### src/rtl/sm_compare_window_if.sv
// rtl/sm_compare_window_if.sv - sample/compare handshake and window result bundle
interface sm_compare_window_if #(
  parameter int N   = 8,
  parameter int WIN = 4
);
  logic                       i_valid;
  logic [N-1:0]               i_a;
  logic [N-1:0]               i_b;
  logic [2:0]                 i_mode;
  logic                       i_win_ack;
  logic                       o_ready;
  logic                       o_valid;
  logic                       o_out;
  logic                       o_err;
  logic                       o_win_valid;
  logic [N-1:0]               o_win_max;
  logic [N-1:0]               o_win_min;
  logic [$clog2(WIN+1)-1:0]   o_win_cnt;

  modport master (
    output i_valid, i_a, i_b, i_mode, i_win_ack,
    input  o_ready, o_valid, o_out, o_err, o_win_valid, o_win_max, o_win_min, o_win_cnt
  );

  modport slave (
    input  i_valid, i_a, i_b, i_mode, i_win_ack,
    output o_ready, o_valid, o_out, o_err, o_win_valid, o_win_max, o_win_min, o_win_cnt
  );
endinterface

### src/rtl/sm_compare_window.sv
// rtl/sm_compare_window.sv - sign-magnitude comparator with windowed max/min/count
module sm_compare_window #(
  parameter int N   = 8,
  parameter int WIN = 4
) (
  input  logic                 i_clk,
  input  logic                 i_rst,
  sm_compare_window_if.slave   bus
);
  localparam int CW = $clog2(WIN + 1);

  typedef enum logic {FILL, HOLD} state_t;

  state_t          state;
  logic [CW-1:0]   smp_cnt;
  logic [N-1:0]    run_max;
  logic [N-1:0]    run_min;
  logic [CW-1:0]   run_cnt;
  logic            valid_q;
  logic            out_q;
  logic            err_q;
  logic            win_valid_q;
  logic [N-1:0]    win_max_q;
  logic [N-1:0]    win_min_q;
  logic [CW-1:0]   win_cnt_q;

  // True when x > y in signed order; the two zeros are equal.
  function automatic logic sm_gt(input logic [N-1:0] x, input logic [N-1:0] y);
    logic zx, zy;
    zx = (x[N-2:0] == '0);
    zy = (y[N-2:0] == '0);
    if (zx && zy)            return 1'b0;
    else if (x[N-1] != y[N-1]) return ~x[N-1];
    else if (x[N-1])         return x[N-2:0] < y[N-2:0];
    else                     return x[N-2:0] > y[N-2:0];
  endfunction

  function automatic logic sm_eq(input logic [N-1:0] x, input logic [N-1:0] y);
    return ((x[N-2:0] == '0) && (y[N-2:0] == '0)) || (x == y);
  endfunction

  // -0 is folded to all-zeros so extrema report a single zero encoding.
  function automatic logic [N-1:0] canon(input logic [N-1:0] x);
    return (x[N-2:0] == '0) ? '0 : x;
  endfunction

  logic           ready;
  logic           accept;
  logic           gt;
  logic           eq;
  logic           rel;
  logic           err;
  logic           res;
  logic           first;
  logic [N-1:0]   a_c;
  logic [N-1:0]   nxt_max;
  logic [N-1:0]   nxt_min;
  logic [CW-1:0]  nxt_cnt;

  assign ready  = (state == FILL) && i_rst;
  assign accept = bus.i_valid && ready;

  // Relation result, tracker next values for the current input sample.
  always_comb begin
    gt  = sm_gt(bus.i_a, bus.i_b);
    eq  = sm_eq(bus.i_a, bus.i_b);
    err = bus.i_mode[2] && bus.i_mode[1];
    rel = 1'b0;
    case (bus.i_mode)
      3'b000:  rel = gt | eq;
      3'b001:  rel = gt;
      3'b010:  rel = eq;
      3'b011:  rel = ~eq;
      3'b100:  rel = ~gt;
      3'b101:  rel = ~(gt | eq);
      default: rel = 1'b0;
    endcase
    res     = rel && !err;
    first   = (smp_cnt == '0);
    a_c     = canon(bus.i_a);
    nxt_max = (first || sm_gt(bus.i_a, run_max)) ? a_c : run_max;
    nxt_min = (first || sm_gt(run_min, bus.i_a)) ? a_c : run_min;
    nxt_cnt = (first ? '0 : run_cnt) + CW'(res);
  end

  // FILL/HOLD window sequencing with registered per-sample and window outputs.
  always_ff @(posedge i_clk or negedge i_rst) begin
    if (!i_rst) begin
      state       <= FILL;
      smp_cnt     <= '0;
      run_max     <= '0;
      run_min     <= '0;
      run_cnt     <= '0;
      valid_q     <= 1'b0;
      out_q       <= 1'b0;
      err_q       <= 1'b0;
      win_valid_q <= 1'b0;
      win_max_q   <= '0;
      win_min_q   <= '0;
      win_cnt_q   <= '0;
    end else begin
      valid_q <= accept;
      if (accept) begin
        out_q <= res;
        err_q <= err;
      end
      case (state)
        FILL: begin
          if (accept) begin
            if (smp_cnt == CW'(WIN - 1)) begin
              win_max_q   <= nxt_max;
              win_min_q   <= nxt_min;
              win_cnt_q   <= nxt_cnt;
              win_valid_q <= 1'b1;
              smp_cnt     <= '0;
              state       <= HOLD;
            end else begin
              smp_cnt <= smp_cnt + 1'b1;
            end
            run_max <= nxt_max;
            run_min <= nxt_min;
            run_cnt <= nxt_cnt;
          end
        end
        HOLD: begin
          if (bus.i_win_ack) begin
            win_valid_q <= 1'b0;
            state       <= FILL;
          end
        end
        default: state <= FILL;
      endcase
    end
  end

  assign bus.o_ready     = ready;
  assign bus.o_valid     = valid_q;
  assign bus.o_out       = out_q;
  assign bus.o_err       = err_q;
  assign bus.o_win_valid = win_valid_q;
  assign bus.o_win_max   = win_max_q;
  assign bus.o_win_min   = win_min_q;
  assign bus.o_win_cnt   = win_cnt_q;
endmodule

### src/flat_wrapper.sv
// flat-port wrapper written by rule: the top's interface ports become plain ports
module sm_compare_window_flat 
#(
  parameter int N   = 8,
  parameter int WIN = 4
)
  (i_clk, i_rst, bus_i_valid, bus_i_a, bus_i_b, bus_i_mode, bus_i_win_ack, bus_o_ready, bus_o_valid, bus_o_out, bus_o_err, bus_o_win_valid, bus_o_win_max, bus_o_win_min, bus_o_win_cnt);
  sm_compare_window_if #(.N(N), .WIN(WIN)) bus_i ();
  input  logic i_clk;
  input  logic i_rst;
  input wire logic [$bits(bus_i.i_valid)-1:0] bus_i_valid;
  input wire logic [$bits(bus_i.i_a)-1:0] bus_i_a;
  input wire logic [$bits(bus_i.i_b)-1:0] bus_i_b;
  input wire logic [$bits(bus_i.i_mode)-1:0] bus_i_mode;
  input wire logic [$bits(bus_i.i_win_ack)-1:0] bus_i_win_ack;
  output wire logic [$bits(bus_i.o_ready)-1:0] bus_o_ready;
  output wire logic [$bits(bus_i.o_valid)-1:0] bus_o_valid;
  output wire logic [$bits(bus_i.o_out)-1:0] bus_o_out;
  output wire logic [$bits(bus_i.o_err)-1:0] bus_o_err;
  output wire logic [$bits(bus_i.o_win_valid)-1:0] bus_o_win_valid;
  output wire logic [$bits(bus_i.o_win_max)-1:0] bus_o_win_max;
  output wire logic [$bits(bus_i.o_win_min)-1:0] bus_o_win_min;
  output wire logic [$bits(bus_i.o_win_cnt)-1:0] bus_o_win_cnt;
  assign bus_i.i_valid = bus_i_valid;
  assign bus_i.i_a = bus_i_a;
  assign bus_i.i_b = bus_i_b;
  assign bus_i.i_mode = bus_i_mode;
  assign bus_i.i_win_ack = bus_i_win_ack;
  assign bus_o_ready = bus_i.o_ready;
  assign bus_o_valid = bus_i.o_valid;
  assign bus_o_out = bus_i.o_out;
  assign bus_o_err = bus_i.o_err;
  assign bus_o_win_valid = bus_i.o_win_valid;
  assign bus_o_win_max = bus_i.o_win_max;
  assign bus_o_win_min = bus_i.o_win_min;
  assign bus_o_win_cnt = bus_i.o_win_cnt;
  sm_compare_window #(.N(N), .WIN(WIN)) u_core (.i_clk(i_clk), .i_rst(i_rst), .bus(bus_i));
endmodule
### config.mk
export PLATFORM = sky130hd
export DESIGN_NAME = sm_compare_window_flat
export DESIGN_NICKNAME = d
export VERILOG_FILES = /design/src/rtl/sm_compare_window_if.sv /design/src/rtl/sm_compare_window.sv /design/src/flat_wrapper.sv
export SDC_FILE = /design/constraint.sdc
export NUM_CORES = 1
export LEC_CHECK = 0
export ABC_CLOCK_PERIOD_IN_PS = 2200
export CORE_MARGIN = 2
export CORE_UTILIZATION = 49
export DETAILED_ROUTE_END_ITERATION = 10
export HOLD_SLACK_MARGIN = 0.03
export PLACE_DENSITY = 0.77
export SLEW_MARGIN = 20
export SYNTH_ARGS = -nofsm -noshare
export SYNTH_HDL_FRONTEND = slang
export SYNTH_SLANG_ARGS = --single-unit
export TNS_END_PERCENT = 1
### constraint.sdc
create_clock -name i_clk -period 2.2 [get_ports i_clk]
set_input_delay 0.33 -clock i_clk [delete_from_list [all_inputs] [get_ports i_clk]]
set_output_delay 0.33 -clock i_clk [all_outputs]
set_load 0.02 [all_outputs]
[Word level (Yosys, flattened, before mapping)]
Cells that the tools add are included.
Word-level totals
  register bits after elaboration: 46
  bits in latches: 0
  RAM bits: 0
  memory bits (read-only): 0
  memories kept: 0
Cells by class
  add/subtract/negate cells: 2
  multipliers: 0
  divide/modulo/power cells: 0
  order comparisons: 6
  eq/ne operators: 13
  shift-type cells: 0
  multiplexer cells: 23
  bitwise gates (word level): 7
  reduce and logical (&&, ||, !) cells: 20
Operators with widths (count)
  7-bit zero test: 4
  8-bit two-way mux: 3
  7-bit > comparator: 3
  7-bit less-than comparator: 3
  1-bit two-way mux: 15
  3-bit by 2-bit == test with 1-bit output, second input constant: 3
  8-bit == test: 1
  1-bit logical AND: 7
  3-bit == test, second input constant: 2
  3-bit zero test: 2
  3-bit two-way mux: 2
  1-bit NOT: 6
  1-bit case mux with 6 select lines: 1
  3-bit AND reduction: 2
  2-bit inequality test, second input constant: 2
  1-bit case mux with 2 select lines: 2
  3-bit by 1-bit adder with 3-bit output: 1
  3-bit by 1-bit adder with 3-bit output, second input constant: 1
  3-bit by 1-bit == test with 1-bit output, second input constant: 1
  1-bit logical OR: 3
  1-bit inequality test: 3
  2-bit by 1-bit inequality test with 1-bit output, second input constant: 1
  2-bit AND reduction: 1
  1-bit zero test: 1
  1-bit bitwise OR: 1

[Longest topological paths before layout]
Gate-level depths: netlist of run 1.
  depth after elaboration: 9
  gate-level depth with buffers: 13

[Worst setup path before layout of run 1]
OpenSTA, ideal clock, no wires.
  path type: input -> register
  start point: input bus_i_b[4]
  end point: register u_core.run_cnt[2]
  library setup time: 0.135 ns
  arrival: 2.265 ns
  path slack: -0.201 ns
  stages: 12
  cell sequence: inv_1 > ha_1 > a211oi_1 > nor2_1 > o31a_1 > nor3_1 > a2bb2oi_1 > nand2_1 > ha_1 > ha_1 > o21ai_0 > a21oi_1
Between the ends
  cells in the longest elaborated chain, start to end: 9
  elaborated cells on any way between the ends: 16
  classes of those cells: add/sub (1); order compare (2); eq/ne (1); mux (4); bitwise (4); reduce/logical (4)
Ends and longest elaborated chain
  start, declared: line flat_wrapper.sv:13  | input wire logic [$bits(bus_i.i_b)-1:0] bus_i_b;
  7-bit > comparator or 7-bit less-than comparator (tied branches): line sm_compare_window.sv:35, sm_compare_window.sv:34
  1-bit two-way mux: line sm_compare_window.sv:34  | else if (x[N-1]) return x[N-2:0] < y[N-2:0];
  1-bit two-way mux: line sm_compare_window.sv:33  | else if (x[N-1] != y[N-1]) return ~x[N-1];
  1-bit two-way mux: line sm_compare_window.sv:32  | if (zx && zy) return 1'b0;
  1-bit bitwise OR: line sm_compare_window.sv:70, sm_compare_window.sv:75
  1-bit NOT: line sm_compare_window.sv:75  | 3'b101: rel = ~(gt | eq);
  1-bit case mux with 6 select lines (*): line sm_compare_window.sv:69  | case (bus.i_mode)
  1-bit logical AND (*): line sm_compare_window.sv:78  | res = rel && !err;
  net u_core.res: line sm_compare_window.sv:53  | logic res;
  3-bit by 1-bit adder with 3-bit output (*): line sm_compare_window.sv:83  | nxt_cnt = (first ? '0 : run_cnt) + CW'(res);
  end signal, assigned: line sm_compare_window.sv:122  | run_cnt <= nxt_cnt;
  end, declared: line sm_compare_window.sv:18  | logic [CW-1:0] run_cnt;
Mark *: on every way through the listed nets, which the timed path passes. The rest lies on a longest branch.
A chain may end at the register's enable or synchronous reset.

[Worst setup path after layout of run 1]
  start point: register u_core.run_max[5]
  end point: register u_core.run_max[0]
Between the ends
  cells in the longest elaborated chain, start to end: 6
  elaborated cells on any way between the ends: 9
  classes of those cells: order compare (2); mux (4); reduce/logical (3)
Ends and longest elaborated chain
  start, declared: line sm_compare_window.sv:16  | logic [N-1:0] run_max;
  start signal, assigned: line sm_compare_window.sv:120  | run_max <= nxt_max;
  7-bit > comparator or 7-bit less-than comparator (tied branches): line sm_compare_window.sv:35, sm_compare_window.sv:34
  1-bit two-way mux: line sm_compare_window.sv:34
  1-bit two-way mux: line sm_compare_window.sv:33
  1-bit two-way mux (*): line sm_compare_window.sv:32
  1-bit logical OR (*): line sm_compare_window.sv:81  | nxt_max = (first || sm_gt(bus.i_a, run_max)) ? a_c : run_max;
  8-bit two-way mux (*): line sm_compare_window.sv:81
Every way passes the cells marked *; elsewhere a longest branch is shown, timed or not.

==> results of run 1 <==
-- metal layers --
layer	vias up	global-route usage (%)	routed length (um)
li1	1368	-	-
met1	1508	34.9	3760
met2	145	55.7	5180
met3	47	5.49	574
met4	0	12.7	520
met5	-	0	0
-- critical path, cell delays in order (launching register included) --
cell and delay, ns:
dfrtp_1 0.41, inv_2 0.09, ha_4 0.20, a21o_1 0.19
a221oi_4 0.37, nor4bb_4 0.47, o31ai_4 0.17, mux2_4 0.32
-- how the worst max path moves through the flow --
stage,startpoint,endpoint,slack [ns],cells after the start
after floorplan,u_core.run_max[1]$_DFFE_PN0P_,u_core.run_max[0]$_DFFE_PN0P_,-0.09,8
after global placement,bus_i_a[5],u_core.run_min[5]$_DFFE_PN0P_,-0.73,9
after detailed placement,bus_i_a[4],u_core.run_cnt[2]$_DFFE_PN0P_,-0.82,13
after CTS,u_core.run_min[1]$_DFFE_PN0P_,u_core.run_min[1]$_DFFE_PN0P_,-0.05,8
after global routing,u_core.run_max[3]$_DFFE_PN0P_,u_core.run_max[0]$_DFFE_PN0P_,-0.21,8
final,u_core.run_max[5]$_DFFE_PN0P_,u_core.run_max[0]$_DFFE_PN0P_,-0.13,7
-- flip-flops by register name, indices dropped and copies added (netlist names) --
register                flops
u_core.run_max              8
u_core.bus.o_win_min        8
u_core.bus.o_win_cnt        3
u_core.run_cnt              3
u_core.bus.o_out            1
u_core.bus.o_win_max        8
u_core.smp_cnt              3
u_core.bus.o_valid          1
u_core.run_min              8
u_core.bus.o_win_valid      1
u_core.state                1
u_core.bus.o_err            1
-- where the power goes --
part | leakage (nW) | switching (mW) | internal, mW
Combinational | 1.48 | 1.55 | 1.56
Clock | 0.0482 | 0.286 | 0.254
Sequential | 0.570 | 0.261 | 1.21
-- cells in the mapped netlist, types with 2 or more instances --
| cell | number | area share (%) |
|---|---|---|
| o32ai_1 | 4 | 1.2 |
| nor4_1 | 4 | 0.84 |
| mux2_1 | 2 | 0.76 |
| a21oi_1 | 8 | 1.3 |
| mux2i_1 | 7 | 2.4 |
| o211a_1 | 2 | 0.67 |
| o31a_1 | 2 | 0.59 |
| o21a_1 | 4 | 1.0 |
| o41ai_1 | 2 | 0.59 |
| a21boi_0 | 6 | 1.5 |
| mux2_4 | 2 | 1.0 |
| mux2_2 | 5 | 1.9 |
| xor2_1 | 2 | 0.59 |
| nor2b_1 | 5 | 1.1 |
| buf_4 | 2 | 0.50 |
| or4_1 | 3 | 0.76 |
| o31ai_1 | 3 | 0.76 |
| or3_1 | 2 | 0.42 |
| o311ai_0 | 5 | 1.5 |
| and2_1 | 3 | 0.63 |
| nor3_1 | 12 | 2.0 |
| nand2_1 | 43 | 5.4 |
| dfrtp_1 | 46 | 39 |
| nand3_1 | 7 | 1.2 |
| a31oi_1 | 3 | 0.63 |
| o31ai_4 | 2 | 1.4 |
| clkbuf_1 | 8 | 1.0 |
| nor2_1 | 5 | 0.63 |
| o2111ai_1 | 3 | 0.88 |
| and4b_1 | 2 | 0.67 |
| a211oi_2 | 2 | 0.84 |
| inv_1 | 24 | 3.0 |
| a21o_1 | 3 | 0.76 |
| o211ai_1 | 11 | 2.8 |
| o21bai_4 | 2 | 1.3 |
| and3_1 | 8 | 1.7 |
| o21ai_0 | 7 | 1.2 |
| ha_1 | 25 | 11 |
-- stage by stage --
stage,area [um^2],instances
after floorplan,3030,303
after global placement,4040,482
after detailed placement,4040,482
after CTS,4430,495
after global routing,4560,498
final,4560,498
-- layout make-up --
type                            count  area share, %
Timing Repair Buffer              123           22.8
Multi-Input combinational cell    221           45.7
Inverter                           25           2.17
Clock buffer                        7           1.89
Clock inverter                      1          0.110
Tap cell                           75           2.06
Sequential cell                    46           25.2
-- what timing repair did --
item / in CTS / in global routing
endpoints found under the setup margin: 38 / 38
hold endpoints to repair: 0 / 0
pin swaps: 38 / 23
buffers inserted: 5 / 3
gates resized for setup: 101 / 32
-- logic make-up (layout without fill, tap and decap cells) --
family	count (synthesis)	count (layout)	synth area share, %
fa+ha+maj	25	25	10.5
mux	16	16	6.01
xor+xnor	2	2	0.589
buf+inv	36	156	4.84
simple gates	103	103	18.5
compound gates	75	75	20.9
flops	46	46	38.7
==> impl_metrics.toml, run 1 <==
[finish]
ff_latch_area_mm2 = 0.00115
area_delta_synth_final_pct = 53.3
nNetsFinal = 470
final_layout_size_suffix_gt1_share_pct = 40.7
final_cell_mix = "buf_4 (74), dfrtp_1 (46), nand2_1 (42)"
nFillCells = 365
final_common_cell = "buf_4"
antennaDiodeCount = 0
post-route-util_pct = 77.5
multi_input_area_mm2 = 0.00208

[global_routing]
first_global_vias = 3124
gr-total-overflow = 0
grt_max_degree = 47
grt_antenna_before_repair = 0
grt_pass1_wl_um = 15300
track_usage_pct = 30.5

[synthesis]
synth_edf_count = 0
syn_avg_cell_area_um2 = 9.82
ys_seq_area_share_pct = 38.7
ys_ff_latch = 46
mappedNetlistArea_mm2 = 0.00298
synthCells = 303
synth_flop_cell = "dfrtp_1"
synthArstFlopShare_pct = 100
syn-num-nets = 351
ys_warn_count = 0
synthDistinctLibCells = 55

[setup_path]
reg2reg_from = "u_core.run_max[5]$_DFFE_PN0P_"
regToRegSetupSlack_ns = -0.13
crit_required_ns = 2.38
end_kind = "flop"
critPathKind = "flop to flop"
cp.arrival_ns = 2.51
r2r-end = "u_core.run_max[0]$_DFFE_PN0P_"
crit_fanout = 4
reg2reg_depth = 7
critPathLaunchType = "flop"

[sta]
post-route-period-util_pct = 106
grt_setup_unrepaired = "yes"
worst_slew_pin_slew_ns = 0.607
hold_violations = 0
tns_ns = -1.62
setup_slack_ns = -0.130
maxSlewHeadroom_pct = 59.5
period_needed_ns = 2.33
max_freq_mhz = 429
clock_skew_ns = 0.00854
whs_ns = 0.138
slew_viol_final = 0
setup_viol = 21

[floorplan]
dieWidth_um = 81.9
die_h_um = 81.9
rows = 28
initial_core_util_pct = 50.6
dieArea_mm2 = 0.00671
num_io_pins = 47
core_area_mm2 = 0.00589

[route]
avgViaCountPerCell = 6.16
first_pass_iters = 4
finalWirelength_um = 10000
antenna_left = 0
drc_errors = 0
routedWlPerCell_um = 20.1
vias = 3068
drt_iter0_drc = 278

[pwr]
power_density_mw_per_mm2 = 1120
p_leak_nw = 2.10
p_total_mw = 5.11
peakVddDrop_v = 0.000831

[clock_tree]
cts_tree = "yes"
clk_pin_slew_ns = 0.09
root_buffer = "clkbuf_8"
htree_levels = 2
ctsHoldBuffers = 0
clkSinkCount = 46
cts_max_path_buffers = 2
cts_buffers = 5
insertion_delay_ns = 0.30

[placement]
pre_cts_slack_ns = -0.818
io_buffer_count = 46
detailed_place_hpwl_um = 6640
gp_congestion = 0.962

[run_status]
violations = "setup timing"
outcome = "finished, violations left"

[run]
cap_violations = 0

[hold_path]
min_path_type = "input pin to asynchronous set/reset pin"
No activity file was read; power rests on OpenSTA's default activity.
==> run 2: changes to the inputs <==
==> constraint.sdc (replaced) <==
create_clock -name i_clk -period 2.2 [get_ports i_clk]
set_input_delay 0.22 -clock i_clk [delete_from_list [all_inputs] [get_ports i_clk]]
set_output_delay 0.22 -clock i_clk [all_outputs]
set_load 0.02 [all_outputs]
==> impl_metrics.toml, run 2 (same netlist as run 1, synthesis figures left out) <==
[sta]
post-route-period-util_pct = 106
worst_slew_pin_slew_ns = 0.656
max_freq_mhz = 428
period_needed_ns = 2.34
hold_violations = 0
maxSlewHeadroom_pct = 56.2
setup_viol = 24
whs_ns = 0.0641
grt_setup_unrepaired = "yes"
setup_slack_ns = -0.138
slew_viol_final = 0
clock_skew_ns = 0.0115

[global_routing]
grt_antenna_before_repair = 0
gr-total-overflow = 0
track_usage_pct = 29.1
grt_pass1_wl_um = 14700
first_global_vias = 3080
grt_max_degree = 47

[pwr]
power_density_mw_per_mm2 = 1120
peakVddDrop_v = 0.000636
p_leak_nw = 2.08
p_total_mw = 5.03

[clock_tree]
clkSinkCount = 46
cts_buffers = 5
cts_max_path_buffers = 2
insertion_delay_ns = 0.31
cts_tree = "yes"
ctsHoldBuffers = 0
clk_pin_slew_ns = 0.09
htree_levels = 2
root_buffer = "clkbuf_8"

[floorplan]
core_area_mm2 = 0.00589
rows = 28
dieWidth_um = 81.9
dieArea_mm2 = 0.00671
num_io_pins = 47
die_h_um = 81.9
initial_core_util_pct = 50.6

[setup_path]
critPathLaunchType = "input pin"
path_cells = "buf_2 -> ha_4 -> nand4_1 -> or3_4 -> o41ai_4 -> nor3_2 -> a31oi_2 -> nand2_1 -> ha_2 -> ha_4 -> nand3_2 -> o21ai_1 -> a21oi_1"
end_kind = "flop"
crit_top_cell = "ha_4"
crit_required_ns = 2.43
critical_path.max_stage_delay_ns = 0.47
critPathKind = "input pin to flop"
reg2reg_depth = 10
crit_fanout = 4
crit_slowest_cell = "or3_4"
cp.arrival_ns = 2.57

[finish]
post-route-util_pct = 76.3
final_layout_size_suffix_gt1_share_pct = 39.9
area_delta_synth_final_pct = 51.0
nNetsFinal = 473
antennaDiodeCount = 0
final_cell_area_mm2 = 0.00449
final_cell_mix = "buf_4 (75), dfrtp_1 (46), nand2_1 (43)"
final_common_cell = "buf_4"

[route]
finalWirelength_um = 9320
drc_errors = 0
antenna_left = 0
first_pass_iters = 4
avgViaCountPerCell = 5.78
drt_iter0_drc = 169
vias = 2895
routedWlPerCell_um = 18.6

[placement]
gp_congestion = 0.959
detailed_place_hpwl_um = 6650
place_area_mm2 = 0.00402
io_buffer_count = 46

[hold_path]
min_path_type = "input pin to asynchronous set/reset pin"

[run]
cap_violations = 0

[run_status]
violations = "setup timing"
outcome = "finished, violations left"
run 2: critical path: cells and delay by family:
family	cells	cell delay, ns
simple gates	5	1.03
buf+inv	1	0.14
compound gates	4	0.53
fa+ha+maj	3	0.65
run 2: timing repair:
action	in CTS	in global routing
pin swaps	29	20
resized for setup	78	40
endpoints found under the setup margin	38	39
buffers inserted	11	1
run 2: metrics by stage:
stage | cells | setup WS, ns | setup TNS [ns]
floorplan | 303 | -0.0893 | -1.03
global placement | 481 | -0.682 | -20.93
detailed placement | 481 | -0.802 | -23.81
CTS | 500 | -0.0686 | -0.732
global route | 501 | -0.217 | -3.92
finish | 501 | -0.138 | -1.44
run 2: layout make-up:
| cell class | instances | area [um^2] |
|---|---|---|
| clock buffers | 7 | 76.3 |
| flip-flops and latches | 46 | 1150 |
| inverters | 25 | 93.8 |
| multi-input cells | 221 | 2030 |
| clock inverters | 1 | 30.0 |
| well taps | 75 | 93.8 |
| fillers | 396 | 1390 |
| repair buffers | 126 | 1010 |
run 2: per-layer routing:
metal,track usage [%],part of all wire (%),up-vias
met2,52.8,51,91
met5,0,0,-
met1,34.3,41,1407
li1,-,-,1370
met4,12.7,3.8,0
met3,3.30,3.9,27
run 2: path summary, 6_finish.rpt:
path | from | endpoint | slack, ns
max | bus_i_a[6] | u_core.run_cnt[2]$_DFFE_PN0P_ | -0.14
min | i_rst | u_core.run_max[3]$_DFFE_PN0P_ | 0.06
max reg2reg | u_core.run_max[1]$_DFFE_PN0P_ | u_core.bus.o_win_max[6]$_DFFE_PN0P_ | -0.10
min reg2reg | u_core.bus.o_win_valid$_DFFE_PN0P_ | u_core.bus.o_win_valid$_DFFE_PN0P_ | 0.48
max in group asynchronous | i_rst | u_core.run_max[0]$_DFFE_PN0P_ | 1.72
min in group i_clk | bus_i_a[0] | u_core.run_min[0]$_DFFE_PN0P_ | 0.31
run 2: power breakdown:
part	switching, mW	internal [mW]	leakage, nW
Combinational	1.46	1.49	1.46
Clock	0.295	0.340	0.0524
Sequential	0.237	1.21	0.570
Total	1.99	3.03	2.08
